## config.mk

```make
export PLATFORM = sky130hd
export DESIGN_NAME = sar_adc_scan_ideal
export DESIGN_NICKNAME = d
export VERILOG_FILES = /design/src/rtl/sar_adc_scan_ideal.sv
export SDC_FILE = /design/constraint.sdc
export NUM_CORES = 1
export LEC_CHECK = 0
export BUFFER_PORTS_ARGS = -buffer_cell sky130_fd_sc_hd__buf_4
export CAP_MARGIN = 0
export CORE_ASPECT_RATIO = 0.7
export CORE_MARGIN = 2
export CORE_UTILIZATION = 55
export CTS_CLUSTER_DIAMETER = 60
export DETAILED_ROUTE_END_ITERATION = 16
export HOLD_SLACK_MARGIN = 0.15
export PLACE_DENSITY = 0.89
export REMOVE_ABC_BUFFERS = 1
export SLEW_MARGIN = 20
export SYNTH_ARGS = -nofsm -noshare
export SYNTH_HDL_FRONTEND = slang
export SYNTH_SLANG_ARGS = --single-unit
```

## constraint.sdc

```tcl
create_clock -name clk -period 5.2 [get_ports clk]
set_input_delay 0.26 -clock clk [delete_from_list [all_inputs] [get_ports clk]]
set_output_delay 0.26 -clock clk [all_outputs]
set_load 0.01 [all_outputs]
```

## src/rtl/sar_adc_scan_ideal.sv

```systemverilog
// Ideal multi-channel SAR ADC: scans a latched channel mask in ascending order,
// converting each held sample MSB-first against a bit-exact comparator.
module sar_adc_scan_ideal #(
   parameter int WIDTH        = 10,
   parameter int CHANNELS     = 4,
   parameter int CLK_DIV      = 2,
   parameter int SAMPLE_TICKS = 2
) (
   input  logic                       clk,
   input  logic                       reset,
   input  logic [CHANNELS*WIDTH-1:0]  input_voltage_real,
   input  logic [CHANNELS-1:0]        channel_mask,
   input  logic                       continuous,
   input  logic                       start,
   output logic                       busy,
   output logic                       eoc,
   output logic [WIDTH-1:0]           result,
   output logic [((CHANNELS > 1) ? $clog2(CHANNELS) : 1)-1:0] result_channel
);
   localparam int CW = (CHANNELS > 1) ? $clog2(CHANNELS) : 1;
   localparam int DW = (CLK_DIV > 1) ? $clog2(CLK_DIV) : 1;
   localparam int TW = (SAMPLE_TICKS > 1) ? $clog2(SAMPLE_TICKS) : 1;
   localparam int IW = (WIDTH > 1) ? $clog2(WIDTH) : 1;

   typedef enum logic [1:0] {IDLE, SAMPLE, CONVERT, DONE} state_t;

   state_t              state;
   logic [DW-1:0]       div;
   logic [TW-1:0]       stk;
   logic [IW-1:0]       bit_i;
   logic [WIDTH-1:0]    sar, held, trial, sel;
   logic [CHANNELS-1:0] mask_q;
   logic [CW-1:0]       ch;
   logic [CW:0]         first_in, first_q, next_q;
   logic                tick;

   // {found, index} of the lowest set bit of m strictly above 'above'
   function automatic logic [CW:0] find_set(input logic [CHANNELS-1:0] m, input int above);
      logic [CW:0] r;
      r = '0;
      for (int c = CHANNELS-1; c >= 0; c--)
         if (m[c] && c > above) r = {1'b1, CW'(c)};
      return r;
   endfunction

   always_comb begin
      tick     = (div == DW'(CLK_DIV-1));
      trial    = sar | (WIDTH'(1) << bit_i);
      sel      = input_voltage_real[ch*WIDTH +: WIDTH];
      first_in = find_set(channel_mask, -1);
      first_q  = find_set(mask_q, -1);
      next_q   = find_set(mask_q, int'(ch));
   end

   always_ff @(posedge clk) begin
      if (reset) begin
         state          <= IDLE;
         div            <= '0;
         stk            <= '0;
         bit_i          <= '0;
         sar            <= '0;
         held           <= '0;
         mask_q         <= '0;
         ch             <= '0;
         busy           <= 1'b0;
         eoc            <= 1'b0;
         result         <= '0;
         result_channel <= '0;
      end else begin
         eoc <= 1'b0;
         if (state != IDLE) div <= tick ? '0 : div + 1'b1;
         case (state)
            IDLE: if (start && first_in[CW]) begin
               mask_q <= channel_mask;
               ch     <= first_in[CW-1:0];
               busy   <= 1'b1;
               div    <= '0;
               stk    <= '0;
               state  <= SAMPLE;
            end
            SAMPLE: if (tick) begin
               if (stk == TW'(SAMPLE_TICKS-1)) begin
                  held  <= sel;
                  sar   <= '0;
                  bit_i <= IW'(WIDTH-1);
                  state <= CONVERT;
               end else begin
                  stk <= stk + 1'b1;
               end
            end
            CONVERT: if (tick) begin
               if (held >= trial) sar <= trial;
               if (bit_i == '0) state <= DONE;
               else             bit_i <= bit_i - 1'b1;
            end
            DONE: begin
               eoc            <= 1'b1;
               result         <= sar;
               result_channel <= ch;
               div            <= '0;
               stk            <= '0;
               // continuous is sampled live here so clearing it mid-scan ends after this scan
               if (next_q[CW]) begin
                  ch    <= next_q[CW-1:0];
                  state <= SAMPLE;
               end else if (continuous && first_q[CW]) begin
                  ch    <= first_q[CW-1:0];
                  state <= SAMPLE;
               end else begin
                  busy  <= 1'b0;
                  state <= IDLE;
               end
            end
            default: state <= IDLE;
         endcase
      end
   end
endmodule

```

==> qor.csv, run 1 <==
metric,value,unit
die_h,61.3,microns
route.vias.total,2324,
synth_cell_types,44,
crit_path_end_kind,flip-flop,
cts_buffer_depth,2,
grt_pass1_vias,2126,
setup_slack,2160,ps
track_usage,0.251,
cts.clk_slew.worst_paths,90,ps
r2r_start,bit_i[0],
multi_input_area,0.00151,sq mm
die_width,85.9,microns
critPathLaunchType,flip-flop,
rsz0062_at_grt,false,
cts.htree.levels,2,
leakage,1.29,nW
crit_path_max_incr_delay,410,ps
fin_tns_setup,0,ps
avgSynthCellArea,9.13,sq um
cts_inserted_buffers,5,
antenna_found_initial,0,
fin_util,0.725,
grt_max_degree,43,
via_per_inst,5.90,
drc,0,
final_net_count,405,
async_reset_ff_frac,0,
die-area,0.00527,sq mm
power.density,355,mW/mm^2
ys_seq_elements,48,
irDropWorstVdd,0.175,mV
hold_depth,3,
worst-r2r-cell-count,11,
clk_latency,300,ps
relSlewSlack,0.469,
critical_path.most_common_cell,ha_1,
maxCapViolCount,0,
insertedDiodeCount,0,
final-seq-area,961,sq um
fin_worst_skew,6.84,ps
grt-ovfl-total,0,
drt_iter0_markers,149,
setup_viol,0,
hold_buffers,0,
areaGrowthSynthToFinish,24.4,%
finalMaxSlewViolations,0,
clockRootBuffer,clkbuf_8,
wl,6310,microns
place_hpwl,4600,microns
hold_class,input port to flip-flop,
post_cts_resized,0,
core_area,0.00443,sq mm
critical_path.max_fanout,9,
gp_congestion,0.836,
yosysWarnings,0,
synth_flop_cell,dfxtp_1,
io_buffers,61,
syn-cell-area,0.00258,sq mm
synthCells,283,
layout_worst_path_cycle_share,0.584,
power,1.14,mW
crit_arrival,3210,ps
min_period,3040,ps
firstDrtPassIters,5,
wl_per_cell,16.0,microns
startpoint,bit_i[0],
cts_tree,built,
cp_cell_sequence,"inv_1, ha_1, nor3b_2, or2_2, ha_1, nand2b_1, a211oi_1, o22ai_1, a21oi_1, or3_1, o2bb2ai_1",
initial_utilization,0.583,
cts_setup_buffers,0,
hold_ws,240,ps
grt_pass1_wl,10200,microns
max_slew.worst_pin.slew,795,ps
pre_cts_ws,2270,ps
status,completed,
max_freq,329,MHz
drive_above_1_share,0.257,
cp_data_required_time,5380,ps
min-delay-start,channel_mask[1],
yosysSeqAreaShare,0.372,
ant_nets,0,
cts.sinks,48,
hold_viol,0,
fillers,345,
synth_edf_count,0,
crit_slowest_cell,dfxtp_1,
rows,20,
path_class,flip-flop to flip-flop,
boundaryPins,62,
## per-layer routing
layer,track usage,up-vias,part of all wire
li1,-,1129,-
met1,0.335,1075,0.43
met2,0.425,112,0.47
met3,0.0617,8,0.089
met4,0.0499,0,0.0095
met5,0,-,0
## cell usage in the layout (no fill, tap or decap), drive strengths merged, types with 4 or more instances in the layout
master   Yosys  layout
mux2i       13      13
nand2       37      37
o21ai        7       7
mux4        10      10
ha          19      19
o2bb2ai      9       9
buf          8      62
inv         13      13
a21oi       40      40
nor3         4       4
nor2b        4       4
dfxtp       48      48
nor2        21      21
clkbuf       6       5
nand3        7       7
nand2b       4       4
## state kept, by name, summed over array words and instances (netlist names)
register	flops
result	10
held	10
sar	10
bit_i	4
stk	1
div	1
eoc	1
result_channel	2
mask_q	4
ch	2
state	2
busy	1
## metrics by stage
step / area, sq um / std cells
after floorplan: 2520 / 269
after global placement: 3050 / 386
after detailed placement: 3050 / 386
after CTS: 3210 / 394
after global routing: 3210 / 394
final: 3210 / 394
## kinds of logic (layout without fill, tap and decap cells)
family,count (synthesis),in the layout,share of synthesized area
flops,48,48,0.372
buf+inv,27,83,0.0436
fa+ha+maj,19,19,0.0920
xor+xnor,1,1,0.00339
simple gates,86,86,0.155
mux,24,24,0.143
compound gates,78,78,0.191
## synthesized netlist by cell type (2+ instances only)
cell / instances / area (sq um)
a21o_1: 3 / 22.5
a21oi_1: 40 / 200
a22oi_1: 2 / 15.0
buf_2: 6 / 30.0
clkbuf_1: 6 / 22.5
dfxtp_1: 48 / 961
ha_1: 19 / 238
inv_1: 13 / 48.8
mux2i_1: 13 / 130
mux4_2: 10 / 225
nand2_1: 37 / 139
nand2b_1: 4 / 25.0
nand3_1: 7 / 35.0
nor2_1: 21 / 78.8
nor2b_1: 4 / 25.0
nor3_1: 3 / 15.0
o211ai_1: 2 / 15.0
o21ai_0: 7 / 35.0
o22a_1: 2 / 17.5
o22ai_1: 3 / 18.8
o2bb2ai_1: 9 / 78.8
o41ai_1: 2 / 17.5
## critical path: cells and delay by family, from the launching register on
kind | cells | cell delay [ps]
DFF | 1 | 410
adders and majority gates | 2 | 550
buffers and inverters | 1 | 110
AOI/OAI and AO/OA | 4 | 810
and+or+nand+nor | 4 | 1040
## layout make-up
| cell class | count | share of cell area |
|---|---|---|
| clock buffer | 5 | 0.0214 |
| clock inverter | 3 | 0.0280 |
| inverter | 13 | 0.0152 |
| multi-input combinational | 208 | 0.470 |
| sequential | 48 | 0.299 |
| tap | 55 | 0.0214 |
| timing repair buffer | 62 | 0.145 |
## final timing paths
path | to | slack [ps]
setup / recovery | sar[4] | 2160
hold / removal | mask_q[1] | 240
setup reg to reg | sar[4] | 2160
hold reg to reg | held[6] | 470
## where the power goes
| group | total (mW) | switching (mW) | leakage (nW) | internal, mW |
|---|---|---|---|---|
| logic | 0.316 | 0.151 | 0.824 | 0.165 |
| registers | 0.455 | 0.0620 | 0.388 | 0.393 |
| clock network | 0.368 | 0.128 | 0.0784 | 0.240 |
| total | 1.14 | 0.341 | 1.29 | 0.799 |
No activity file was read; power rests on OpenSTA's default activity.
==> run 2: changes to the inputs <==
--- a/config.mk
+++ b/config.mk
@@ -9,11 +9,11 @@
 export CAP_MARGIN = 0
 export CORE_ASPECT_RATIO = 0.7
 export CORE_MARGIN = 2
-export CORE_UTILIZATION = 55
+export CORE_UTILIZATION = 53
 export CTS_CLUSTER_DIAMETER = 60
 export DETAILED_ROUTE_END_ITERATION = 16
 export HOLD_SLACK_MARGIN = 0.15
-export PLACE_DENSITY = 0.89
+export PLACE_DENSITY = 0.86
 export REMOVE_ABC_BUFFERS = 1
 export SLEW_MARGIN = 20
 export SYNTH_ARGS = -nofsm -noshare
==> constraint.sdc (replaced) <==
create_clock -name clk -period 2.8 [get_ports clk]
set_input_delay 0.14 -clock clk [delete_from_list [all_inputs] [get_ports clk]]
set_output_delay 0.14 -clock clk [all_outputs]
set_load 0.01 [all_outputs]
==> qor.csv, run 2 (synthesis gave the netlist of run 1 again) <==
metric,value,unit,change
status,completed,,
power.density,578,mW/mm^2,+63%
max_slew.worst_pin.slew,840,ps,+45.4 ps
critPathTopFamily,compound AO/OA/AOI/OAI gates,,
fin_worst_skew,10.9,ps,+4.05 ps
power,1.88,mW,+65%
irDropWorstVdd,0.262,mV,+50%
route.vias.total,2409,,+3.7%
via_per_inst,5.95,,+0.84%
cts.htree.levels,2,,unchanged
die_width,87.5,microns,+1.8%
switchingPower,623,uW,+83%
wl_met2,2810,microns,-5.2%
cp_cell_sequence,"inv_1, ha_2, nor3b_2, or2_2, ha_1, nand2b_1, a211oi_1, o22ai_1, a21oi_2, buf_4, nor3_1, o22a_1",,
grt_max_degree,43,,unchanged
rsz0062_at_grt,false,,
min-delay-start,start,,
p_int,1.25,mW,+57%
ant_nets,0,,unchanged
insertedDiodeCount,0,,unchanged
hold_depth,3,,unchanged
worst-r2r-cell-count,12,,+1
final_cells,405,,+2.8%
io_buffers,61,,unchanged
combPwrFrac,0.324,,+0.047
track_usage,0.235,,-0.0157
r2r-end,sar[0],,
crit_arrival,2890,ps,-320 ps
r2r_start,bit_i[0],,
highest_layer,met4,,
maxCapViolCount,0,,unchanged
min_period,2690,ps,-348 ps
critPathBufInv,2,,+1
layout_worst_path_cycle_share,0.961,,+0.377
gp_congestion,0.898,,+7.4%
final_net_count,414,,+2.2%
cts.sinks,48,,unchanged
clockRootBuffer,clkbuf_8,,
power_frac_seq,0.447,,+0.048
setup_viol,0,,unchanged
cts_buffer_depth,2,,unchanged
critical_path.max_fanout,5,,-4
layout_common_cells,"buf_4, dfxtp_1, a21oi_1, nand2_1, nor2_1",,
r2r_slack,110,ps,-2050 ps
pwr-share-clk,0.228,,-0.095
crit_path_end_kind,flip-flop,,
crit_slowest_cell,dfxtp_2,,
die-area,0.00546,sq mm,+3.6%
final_common_cell,buf_4,,
cts_inserted_buffers,5,,unchanged
leakage,1.30,nW,+0.71%
cts_setup_buffers,0,,unchanged
initial_utilization,0.546,,-0.0370
die_h,62.4,microns,+1.7%
drive_above_1_share,0.273,,+0.0164
p_sw_frac,0.332,,+0.0327
core_area,0.00473,sq mm,+6.8%
max_freq,372,MHz,+13%
hold_path_end,mask_q[0],,
relSlewSlack,0.439,,-0.0303
path_class,flip-flop to flip-flop,,
drt-met1-wl,2820,microns,+3.8%
place_hpwl,4540,microns,-1.2%
clk_latency,300,ps,about the same
dp_cells,390,,+1.0%
critPathLaunchType,flip-flop,,
areaGrowthSynthToFinish,25.8,%,
fin_tns_setup,0,ps,unchanged
finalMaxSlewViolations,0,,unchanged
firstDrtPassIters,5,,unchanged
cts.clk_slew.worst_paths,90,ps,about the same
drt_iter0_markers,217,,+46%
grt-ovfl-total,0,,unchanged
grt_pass1_wl,10100,microns,-0.68%
fillers,366,,+6.1%
boundaryPins,62,,unchanged
met3WireLength,538,microns,-4.6%
wl,6230,microns,-1.3%
cts_tree,built,,
cp_data_required_time,3000,ps,-2380 ps
antenna_found_initial,0,,unchanged
drc,0,,unchanged
crit_path_max_incr_delay,370,ps,-40 ps
grt_pass1_vias,2164,,+1.8%
hold_class,input port to flip-flop,,
wl_per_cell,15.4,microns,-3.9%
hold_viol,0,,unchanged
rows,21,,+5.0%
reg_top3,"held (10), result (10), sar (10)",,
-- run 2: cell count changes in the layout (fill, tap and decap cells not counted), moves of 2 or more --
cell           previous run  this run
dlygate4sd3_1             0         6
dfxtp_1                  48        46
buf_4                    62        64
dfxtp_2                   0         2
bufinv_16                 3         0
-- run 2: worst max path at each step --
stage	from	to	cells past startpoint	slack, ps
2_1_floorplan	bit_i[0]	sar[1]	11	250
3_3_place_gp	bit_i[0]	sar[1]	11	160
3_5_place_dp	bit_i[0]	sar[9]	11	20
4_1_cts	bit_i[0]	sar[0]	12	40
5_1_grt	bit_i[0]	sar[0]	12	10
6_report	bit_i[0]	sar[0]	12	110
-- run 2: cell type report --
class | count | area, sq um | area share
clock inverters | 2 | 13.8 | 0.00423
inverters | 13 | 48.8 | 0.0150
repair buffers | 70 | 541 | 0.166
multi-input cells | 209 | 1530 | 0.471
well taps | 57 | 71.3 | 0.0219
flip-flops and latches | 48 | 963 | 0.296
clock buffers | 6 | 82.6 | 0.0254
-- run 2: layer usage --
layer	global-route usage	up-vias
li1	-	1155
met1	0.335	1115
met2	0.359	130
met3	0.0674	9
met4	0.0462	0
met5	0	-
-- run 2: timing repair --
item                       CTS  global route
hold buffers                 6             0
hold endpoints to repair     4             0
pin swaps                    1             1
setup endpoints to repair   10            10
gates resized for setup      2             4
gates cloned                 1             0
-- run 2: tightest hold or removal path: stages --
cell and delay, ps:
buf_4 130, nand3_1 90, a21oi_1 60
-- run 2: through the flow --
step	util	hold slack [ps]	worst slack [ps]	instance area, sq um
floorplan	-	209	253	2520
global placement	0.649	435	161	3070
detailed placement	0.649	435	18.5	3070
CTS	0.686	150	37.7	3250
global route	0.687	160	11.4	3250
finish	0.687	170	109	3250
-- run 2: power by group through the flow --
stage | Clock [mW] | Combinational [mW] | Sequential (mW)
after global routing | 0.466 | 0.659 | 0.855
after detailed placement | 0 | 0.577 | 0.855
after floorplan | 0 | 0.418 | 0.830
after global placement | 0 | 0.559 | 0.850
final | 0.429 | 0.609 | 0.840
after CTS | 0.440 | 0.598 | 0.839
==> run 3: changes to the inputs <==
--- a/config.mk
+++ b/config.mk
@@ -7,8 +7,6 @@
 export LEC_CHECK = 0
 export BUFFER_PORTS_ARGS = -buffer_cell sky130_fd_sc_hd__buf_4
 export CAP_MARGIN = 0
-export CORE_ASPECT_RATIO = 0.7
-export CORE_MARGIN = 2
 export CORE_UTILIZATION = 53
 export CTS_CLUSTER_DIAMETER = 60
 export DETAILED_ROUTE_END_ITERATION = 16
==> qor.csv, run 3 (synthesis gave the netlist of run 1 again) <==
metric,value,unit,change
combPwrFrac,0.320,,-0.004
via_per_inst,5.86,,-1.4%
rows,25,,+19%
path_class,flip-flop to flip-flop,,
switchingPower,616,uW,-1.1%
die_width,71.8,microns,-18%
p_sw_frac,0.329,,-0.00284
cp_data_required_time,3040,ps,+40 ps
irDropWorstVdd,0.390,mV,+49%
grt-ovfl-total,0,,unchanged
die-area,0.00516,sq mm,-5.5%
crit_path_max_incr_delay,370,ps,about the same
pwr-share-clk,0.232,,+0.004
fin_util,0.697,,+0.00923
drive_above_1_share,0.269,,-0.00365
crit_cells,11,,-1
wl_per_cell,15.1,microns,-1.7%
use_met3,0.0450,,-0.0224
place_hpwl,4190,microns,-7.9%
worst-r2r-cell-count,11,,-1
gp_congestion,0.844,,-6.0%
cts_tree,built,,
track_usage,0.251,,+0.0156
drt_iter0_markers,139,,-36%
use_met1,0.303,,-0.0320
relSlewSlack,0.457,,+0.0177
hold_depth,2,,-1
grt_max_degree,43,,unchanged
io_buffers,61,,unchanged
critPathTopFamily,compound AO/OA/AOI/OAI gates,,
power.density,573,mW/mm^2,-0.79%
cts.sinks,48,,unchanged
layout_common_cells,"buf_4, dfxtp_1, a21oi_1, nand2_1, nor2_1",,
antenna_found_initial,0,,unchanged
hold_viol,0,,unchanged
crit_path_end_kind,flip-flop,,
grt-busiest-layer,met2,,
rsz0062_at_grt,false,,
maxCapViolCount,0,,unchanged
critical_path.max_fanout,5,,unchanged
final_net_count,415,,+0.24%
cp_cell_sequence,"inv_1, ha_2, nor3b_2, or2_2, ha_1, nand2b_1, a211oi_2, o22ai_1, a21oi_2, a31o_1, o2bb2ai_1",,
fin_worst_skew,5.90,ps,-4.98 ps
ant_nets,0,,unchanged
leakage,1.29,nW,-0.53%
min_period,2670,ps,-17.5 ps
boundaryPins,62,,unchanged
cts_inserted_buffers,5,,unchanged
grt_pass1_vias,2319,,+7.2%
firstDrtPassIters,4,,-1
cts_buffer_depth,2,,unchanged
setup_viol,0,,unchanged
initial_utilization,0.551,,+0.00437
final_common_cell,buf_4,,
drc,0,,unchanged
reg_top3,"held (10), result (10), sar (10)",,
cts.clk_slew.worst_paths,90,ps,about the same
fin_tns_setup,0,ps,unchanged
clockRootBuffer,clkbuf_8,,
power_frac_seq,0.448,,about the same
crit_slowest_cell,dfxtp_4,,
wl,6100,microns,-2.2%
max_slew.worst_pin.slew,814,ps,-26.5 ps
core_area,0.00469,sq mm,-0.79%
hold_class,input port to flip-flop,,
use_met2,0.449,,+0.0897
cts.htree.levels,2,,unchanged
areaGrowthSynthToFinish,26.5,%,
insertedDiodeCount,0,,unchanged
layout_worst_path_cycle_share,0.955,,-0.00624
critPathBufInv,1,,-1
p_int,1.26,mW,+0.17%
critPathLaunchType,flip-flop,,
grt_pass1_wl,10200,microns,+1.2%
status,completed,,
die_h,71.8,microns,+15%
route.vias.total,2363,,-1.9%
final_cells,403,,-0.49%
cts_setup_buffers,0,,unchanged
max_freq,374,MHz,+0.65%
clk_latency,300,ps,about the same
finalMaxSlewViolations,0,,unchanged
dp_cells,386,,-1.0%
crit_arrival,2910,ps,+20 ps
## run 3: final timing paths
check             startpoint                 to  slack [ps]
hold reg to reg      held[9]            held[9]         470
hold / removal         reset  result_channel[1]         250
setup reg to reg    bit_i[0]             sar[9]         130
setup / recovery    bit_i[0]             sar[9]         130
## run 3: repair_timing
| action | CTS | global route |
|---|---|---|
| pin swaps | 1 | 2 |
| cloned | 1 | 0 |
| endpoints found under the hold margin | 4 | 0 |
| endpoints found under the setup margin | 10 | 10 |
| hold buffers | 8 | 0 |
| gates resized for setup | 2 | 5 |
## run 3: final cells by class
| type | instances | area, sq um |
|---|---|---|
| multi-input cells | 209 | 1540 |
| fillers | 360 | 1420 |
| flip-flops and latches | 48 | 966 |
| repair buffers | 71 | 553 |
| clock buffers | 6 | 82.6 |
| well taps | 54 | 67.6 |
| inverters | 13 | 48.8 |
| clock inverters | 2 | 15.0 |
## run 3: metrics by stage
step                hold slack (ps)  cell area [sq um]  power [mW]  setup WS [ps]
floorplan                       209               2520        1.25            253
global placement                431               3060        1.40            110
detailed placement              435               3060        1.42           1.51
CTS                             257               3260        1.87           56.0
global route                    274               3270        1.99          0.973
finish                          254               3270        1.87            127
## run 3: power groups by stage
stage / Clock, mW / Sequential (mW) / Combinational (mW)
5_1_grt: 0.481 / 0.857 / 0.656
3_5_place_dp: 0 / 0.854 / 0.561
2_1_floorplan: 0 / 0.830 / 0.418
6_report: 0.435 / 0.839 / 0.599
4_1_cts: 0.441 / 0.840 / 0.591
3_3_place_gp: 0 / 0.852 / 0.549
## run 3: metal layers
layer | vias to the layer above | part of all wire | wire length, microns
met2 | 70 | 0.51 | 3090
met3 | 15 | 0.043 | 260
met4 | 0 | 0.019 | 116
li1 | 1152 | - | -
met1 | 1126 | 0.43 | 2630
met5 | - | 0 | 0
